--- src/rtl/gfx256_pkg.sv ---
// Shared types and helpers for the gfx256 render-stage pixel writer.
package gfx256_pkg;

  localparam int MDW   = 256;
  localparam int LANES = MDW / 8;

  typedef enum logic [2:0] {
    IDLE,
    CALC,
    MERGE,
    HOLD,
    FLUSH,
    FLUSH_LOAD
  } pixel_writer_state_e;

  // Bytes occupied by one pixel; 0 marks an unsupported depth.
  function automatic logic [2:0] bytes_per_pixel(input logic [5:0] bpp);
    case (bpp)
      6'd8:    return 3'd1;
      6'd16:   return 3'd2;
      6'd32:   return 3'd4;
      default: return 3'd0;
    endcase
  endfunction

endpackage

--- src/rtl/gfx256_lane_merge.sv ---
// Folds one pixel (or a whole strip) into a 256-bit word and its byte enables.
module gfx256_lane_merge
  import gfx256_pkg::*;
(
  input  logic [MDW-1:0]   base_dat,
  input  logic [LANES-1:0] base_sel,
  input  logic [31:0]      color,
  input  logic [4:0]       lane,
  input  logic [2:0]       bpb,
  input  logic             strip,
  input  logic [MDW-1:0]   strip_color,
  output logic [MDW-1:0]   new_dat,
  output logic [LANES-1:0] new_sel
);

  logic [4:0] lane_idx;

  // Newer pixel bytes overwrite whatever already sits in their lanes.
  always_comb begin
    new_dat  = base_dat;
    new_sel  = base_sel;
    lane_idx = lane;
    if (strip) begin
      new_dat = strip_color;
      new_sel = '1;
    end else begin
      for (int b = 0; b < 4; b++) begin
        if (3'(b) < bpb) begin
          lane_idx                        = lane + 5'(b);
          new_dat[{lane_idx, 3'b000} +: 8] = color[8*b +: 8];
          new_sel[lane_idx]               = 1'b1;
        end
      end
    end
  end

endmodule

--- src/rtl/gfx256_pixel_writer.sv ---
// Render-stage pixel writer: address calc, one-word write-combine buffer, word writes.
//
//   state      | meaning
//   -----------+-----------------------------------------------------------
//   IDLE       | buffer empty, waiting for a pixel
//   CALC       | register word address / lane for the presented pixel
//   MERGE      | fold pixel into buffer if same word, else go flush first
//   HOLD       | buffer valid, counting idle cycles toward auto-flush
//   FLUSH      | write buffer out, then return to IDLE
//   FLUSH_LOAD | write buffer out, then load the pending pixel
module gfx256_pixel_writer
  import gfx256_pkg::*;
#(
  parameter int point_width = 16,
  parameter int TIMEOUT     = 16
) (
  input  logic                   clk_i,
  input  logic                   rst_ni,
  input  logic [31:0]            target_base_i,
  input  logic [point_width-1:0] target_size_x_i,
  input  logic [5:0]             bpp_i,
  input  logic                   flush_i,
  input  logic [point_width-1:0] pixel_x_i,
  input  logic [point_width-1:0] pixel_y_i,
  input  logic [31:0]            pixel_color_i,
  input  logic                   strip_i,
  input  logic [MDW-1:0]         strip_color_i,
  input  logic                   write_i,
  output logic                   ack_o,
  output logic [31:0]            render_addr_o,
  output logic [MDW-1:0]         render_dat_o,
  output logic [LANES-1:0]       render_sel_o,
  output logic                   render_write_o,
  input  logic                   render_ack_i,
  output logic                   idle_o,
  output logic                   err_o
);

  localparam int CW = (TIMEOUT < 2) ? 1 : $clog2(TIMEOUT + 1);

  pixel_writer_state_e state_q, state_d;

  logic [2:0]       bpb_calc;
  logic [31:0]      off;
  logic             illegal;
  logic [31:0]      waddr_q;
  logic [4:0]       lane_q;
  logic [2:0]       bpb_q;
  logic [31:0]      buf_addr_q;
  logic [MDW-1:0]   buf_dat_q;
  logic [LANES-1:0] buf_sel_q;
  logic             buf_valid_q;
  logic             err_q;
  logic [CW-1:0]    idle_cnt_q;
  logic             hit;
  logic             accept;
  logic             timeout_hit;
  logic [MDW-1:0]   lm_base_dat;
  logic [LANES-1:0] lm_base_sel;
  logic [MDW-1:0]   lm_dat;
  logic [LANES-1:0] lm_sel;

  // Byte offset of the presented pixel; products wrap at 32 bits.
  always_comb begin
    bpb_calc = bytes_per_pixel(bpp_i);
    off      = (32'(pixel_y_i) * 32'(target_size_x_i) + 32'(pixel_x_i)) * 32'(bpb_calc);
  end

  assign illegal     = (bpb_calc == 3'd0);
  assign hit         = !buf_valid_q || (waddr_q == buf_addr_q);
  assign accept      = ((state_q == MERGE) && hit) || ((state_q == FLUSH_LOAD) && render_ack_i);
  assign timeout_hit = (TIMEOUT != 0) && (idle_cnt_q == CW'(1));

  // A load after a flush starts from an empty word, not the outgoing one.
  assign lm_base_dat = (state_q == MERGE) ? buf_dat_q : '0;
  assign lm_base_sel = (state_q == MERGE) ? buf_sel_q : '0;

  gfx256_lane_merge u_lane_merge (
    .base_dat    (lm_base_dat),
    .base_sel    (lm_base_sel),
    .color       (pixel_color_i),
    .lane        (lane_q),
    .bpb         (bpb_q),
    .strip       (strip_i),
    .strip_color (strip_color_i),
    .new_dat     (lm_dat),
    .new_sel     (lm_sel)
  );

  // State register.
  always_ff @(posedge clk_i or negedge rst_ni) begin
    if (!rst_ni) state_q <= IDLE;
    else         state_q <= state_d;
  end

  // Next-state logic; flush request outranks a new pixel while holding.
  always_comb begin
    state_d = state_q;
    case (state_q)
      IDLE:       if (write_i) state_d = CALC;
      CALC:       state_d = illegal ? (buf_valid_q ? HOLD : IDLE) : MERGE;
      MERGE:      state_d = hit ? HOLD : FLUSH_LOAD;
      HOLD: begin
        if (flush_i)          state_d = FLUSH;
        else if (write_i)     state_d = CALC;
        else if (timeout_hit) state_d = FLUSH;
      end
      FLUSH:      if (render_ack_i) state_d = IDLE;
      FLUSH_LOAD: if (render_ack_i) state_d = HOLD;
      default:    state_d = IDLE;
    endcase
  end

  // Handshake outputs decoded from the current state.
  always_comb begin
    ack_o          = ((state_q == CALC) && illegal) || accept;
    render_write_o = (state_q == FLUSH) || (state_q == FLUSH_LOAD);
    idle_o         = (state_q == IDLE) && !buf_valid_q;
  end

  assign render_addr_o = render_write_o ? buf_addr_q : '0;
  assign render_dat_o  = render_write_o ? buf_dat_q  : '0;
  assign render_sel_o  = render_write_o ? buf_sel_q  : '0;
  assign err_o         = err_q;

  // Address calc, combine buffer and idle down-counter.
  always_ff @(posedge clk_i or negedge rst_ni) begin
    if (!rst_ni) begin
      waddr_q     <= '0;
      lane_q      <= '0;
      bpb_q       <= '0;
      buf_addr_q  <= '0;
      buf_dat_q   <= '0;
      buf_sel_q   <= '0;
      buf_valid_q <= 1'b0;
      err_q       <= 1'b0;
      idle_cnt_q  <= '0;
    end else begin
      if (state_q == CALC) begin
        waddr_q <= target_base_i + {off[31:5], 5'b00000};
        lane_q  <= off[4:0];
        bpb_q   <= bpb_calc;
        if (illegal) err_q <= 1'b1;
      end
      if (accept) begin
        buf_addr_q  <= waddr_q;
        buf_dat_q   <= lm_dat;
        buf_sel_q   <= lm_sel;
        buf_valid_q <= 1'b1;
        idle_cnt_q  <= CW'(TIMEOUT);
      end else if ((state_q == FLUSH) && render_ack_i) begin
        buf_addr_q  <= '0;
        buf_dat_q   <= '0;
        buf_sel_q   <= '0;
        buf_valid_q <= 1'b0;
      end else if ((state_q == HOLD) && !flush_i && !write_i && (idle_cnt_q != '0)) begin
        idle_cnt_q <= idle_cnt_q - CW'(1);
      end
    end
  end

endmodule

--- config.mk ---
export PLATFORM = sky130hd
export DESIGN_NAME = gfx256_pixel_writer
export DESIGN_NICKNAME = d
export VERILOG_FILES = /design/src/rtl/gfx256_pkg.sv /design/src/rtl/gfx256_lane_merge.sv /design/src/rtl/gfx256_pixel_writer.sv
export SDC_FILE = /design/constraint.sdc
export NUM_CORES = 2
export LEC_CHECK = 0
export ABC_AREA = 1
export ABC_CLOCK_PERIOD_IN_PS = 9550
export BUFFER_PORTS_ARGS = -buffer_cell sky130_fd_sc_hd__buf_2
export CAP_MARGIN = 20
export CELL_PAD_IN_SITES_DETAIL_PLACEMENT = 1
export CELL_PAD_IN_SITES_GLOBAL_PLACEMENT = 1
export CORE_UTILIZATION = 25
export DETAILED_ROUTE_END_ITERATION = 10
export GPL_TIMING_DRIVEN = 0
export PLACE_DENSITY_LB_ADDON = 0.1
export SYNTH_ARGS = -nofsm -noshare
export SYNTH_HDL_FRONTEND = slang
export SYNTH_HIERARCHICAL = 1
export SYNTH_SLANG_ARGS = --single-unit
--- constraint.sdc ---
create_clock -name clk_i -period 9.55 [get_ports clk_i]
set_input_delay 1.4325 -clock clk_i [delete_from_list [all_inputs] [get_ports clk_i]]
set_output_delay 1.4325 -clock clk_i [all_outputs]
set_load 0.02 [all_outputs]
==> results.py <==
metrics = {
    "pwr": {
        "p_int_mw": 8.92,
        "irDropWorstVdd_mv": 0.634,
        "power.switching_fraction_pct": 54.4,
        "leakage_nw": 33.3,
        "total_power_mw": 19.6,
        "p_seq_share_pct": 12.2,
        "power_frac_clock_pct": 11.3,
        "p_switching_mw": 10.7,
        "power_density_nw_per_um2": 303,
        "p_comb_share_pct": 76.5,
    },
    "grt": {
        "grtUsageMet1_pct": 48.9,
        "antenna_found_initial": 32,
        "grt.busiest_layer": "met2",
        "grtUsageMet2_pct": 61.7,
        "grt_max_degree": 100,
        "use_met3_pct": 6.37,
        "grt_overflow": 0,
        "grt_pass1_wl_um": 562000,
        "grt_pass1_vias": 66951,
        "grtUsageTotal_pct": 38.6,
    },
    "floorplanning": {
        "die_w_um": 460,
        "die_h_um": 460,
        "core_area_um2": 208000,
        "start_util_pct": 25.2,
        "num_rows": 167,
        "io_pins": 704,
        "die_area_um2": 212000,
    },
    "synth": {
        "synth_area_um2": 52500,
        "ys_seq_area_share_pct": 17.6,
        "synth_edf_count": 0,
        "syn_nets": 9712,
        "synthFlopType": "dfrtp_1",
        "post_synth.cell_area_avg_um2": 5.89,
        "async_flop_share_pct": 100,
        "ys_ff_latch": 370,
        "ys_types": 66,
        "synthCells": 8914,
        "ys.warnings.count": 6,
    },
    "layout": {
        "final_cells": 12609,
        "layout.cells.most_common": "nand2_1",
        "nets": 10562,
        "flow.area_growth_from_synthesis_pct": 23.0,
        "mostFrequentLayoutCells": "2878 x nand2_1, 1321 x inv_1, 1161 x nor2_1",
        "drive_gt1_share_pct": 15.7,
    },
    "min_path": {
        "min_path_type": "register to register",
    },
    "drt": {
        "drt_pass1_iterations": 6,
        "wl_per_cell_um": 33.2,
        "via_per_inst": 5.23,
        "vias": 65906,
        "ant_nets": 0,
        "wl_um": 418000,
        "drc": 0,
        "drt_iter0_drc": 6066,
    },
    "setup_path": {
        "crit_type": "primary input to register",
        "slowest_delay_ns": 0.53,
        "crit_path_end_kind": "register",
        "start_kind": "primary input",
        "cp_max_fo": 10,
        "worst-endpoint-required_ns": 10.15,
        "cp_slowest_cell": "fa_1",
        "crit_path_frequent_cell": "fa_1",
        "arrival_ns": 9.89,
    },
    "placed_design": {
        "dpl.hpwl_um": 351000,
        "gp_congestion": 1.09,
        "dpl.cell_count": 12405,
        "port_buffers": 668,
    },
    "clock_network": {
        "htree_levels": 2,
        "cts.sinks": 370,
        "tritoncts": "built",
        "cts-root-buf": "clkbuf_16",
        "cts_hold_buf": 0,
        "clk_pin_slew_ns": 0.06,
        "clk_latency_ns": 0.72,
        "cts_buffer_depth": 3,
        "cts_made_buffers": 54,
    },
    "sta": {
        "max_slew.worst_pin.slew_ns": 1.40,
        "max_freq_mhz": 108,
        "clock_skew_ns": 0.0475,
        "hold_viol_final": 0,
        "fin_crit_sh_pct": 97.2,
        "final-setup-viol-count": 0,
        "finalCriticalPeriod_ns": 9.28,
        "drv_slew": 0,
        "max_slew_margin_pct": 5.38,
    },
    "status": {
        "status": "finished, final reports clean",
    },
    "job": {
        "cap_violations": 0,
    },
}
==> worst max-delay path, delay by kind of cell <==
family,cells,cell delay [ns]
AO/OA/AOI/OAI,7,1.05
buffers and inverters,10,1.14
adder cells (fa/ha/maj),10,4.51
XOR/XNOR,2,0.43
AND/OR/NAND/NOR,12,1.33
==> per-layer routing <==
layer	share of wire (%)	wire [µm]	up-vias
met5	0.066	274	-
met4	6.9	28900	24
met3	6.5	27100	712
met2	45	187000	2575
met1	42	175000	33098
li1	-	-	29497
==> per-stage QoR <==
| step | hold slack (ns) | setup WS, ns | util [%] | setup TNS, ns | instance area [µm²] |
|---|---|---|---|---|---|
| after global routing | 0.513 | -0.0438 | 31.0 | -0.141 | 64500 |
| after global placement | 0.450 | -2.30 | 28.5 | -571.37 | 59300 |
| final | 0.467 | 0.266 | 31.0 | 0 | 64500 |
| after detailed placement | 0.458 | -2.36 | 28.8 | -32.28 | 60000 |
| after floorplan | 0.448 | 0.00199 | - | 0 | 52500 |
| after CTS | 0.473 | 0.00218 | 30.4 | 0 | 63100 |
==> state kept, by name (all words and copies together), names as in the netlist <==
signal and count:
bpb_q 3, buf_addr_q 32, buf_dat_q 256, buf_sel_q 32
buf_valid_q 1, err_o 1, idle_cnt_q 5, lane_q 5
state_q 3, waddr_q 32
==> synthesized netlist by cell type (54+ instances only) <==
library cell  number  area share, %
ha_1             177            4.2
nand4_1           63           0.75
o31ai_1          322            4.6
nand2_1         2915             21
inv_1           1333            9.5
buf_2             86           0.82
o211ai_1          54           0.77
o21ai_0          334            3.2
dfrtp_1          370             18
nor2_1          1182            8.5
fa_1             241            9.2
nand3_1          594            5.7
a21oi_1          377            3.6
clkbuf_1         267            1.9
buf_6             63            1.4
xnor2_1           55           0.92
==> cell type report <==
cell class / instances / area [µm²]
fillers: 27231 / 143000
diodes: 15 / 37.5
inverters: 1381 / 5190
flip-flops and latches: 370 / 9260
repair buffers: 796 / 4720
clock buffers: 69 / 1470
clock inverters: 29 / 412
plain buffers: 462 / 2970
well taps: 2788 / 3490
multi-input cells: 6699 / 37000
==> cell families after synthesis <==
group	Yosys count	synth area share [%]
compound gates	1200	13.7
simple gates	4979	38.9
buf+inv	1845	14.5
fa+ha+maj	418	13.4
flops	370	17.6
xor+xnor	102	1.77
==> path summary, 6_finish.rpt <==
path / slack [ns] / cells after the start / startpoint / to
hold reg to reg: 0.47 / 1 / err_o / err_o
min in group asynchronous: 0.74 / 1 / rst_ni / buf_dat_q[163]
max in group asynchronous: 7.15 / 3 / rst_ni / buf_addr_q[20]
hold / removal: 0.47 / 1 / err_o / err_o
setup reg to reg: 2.16 / 18 / lane_q[0] / buf_dat_q[63]
setup / recovery: 0.27 / 41 / pixel_y_i[13] / waddr_q[30]
==> what timing repair did <==
| item | in CTS | in global routing |
|---|---|---|
| cloned | 0 | 1 |
| gates resized for setup | 254 | 216 |
| pin swaps | 36 | 107 |
| buffers inserted | 18 | 72 |
| setup endpoints to repair | 18 | 15 |
| hold endpoints to repair | 0 | 0 |
==> power groups by stage <==
stage / clock [mW] / combinational (mW) / sequential (mW)
after floorplan: 0 / 6.73 / 2.35
after global placement: 0 / 11.2 / 2.41
after detailed placement: 0 / 11.3 / 2.42
after CTS: 2.25 / 12.6 / 2.40
after global routing: 2.30 / 16.0 / 2.46
final: 2.21 / 15.0 / 2.40
Note: power is estimated with default switching activity, not from simulation.
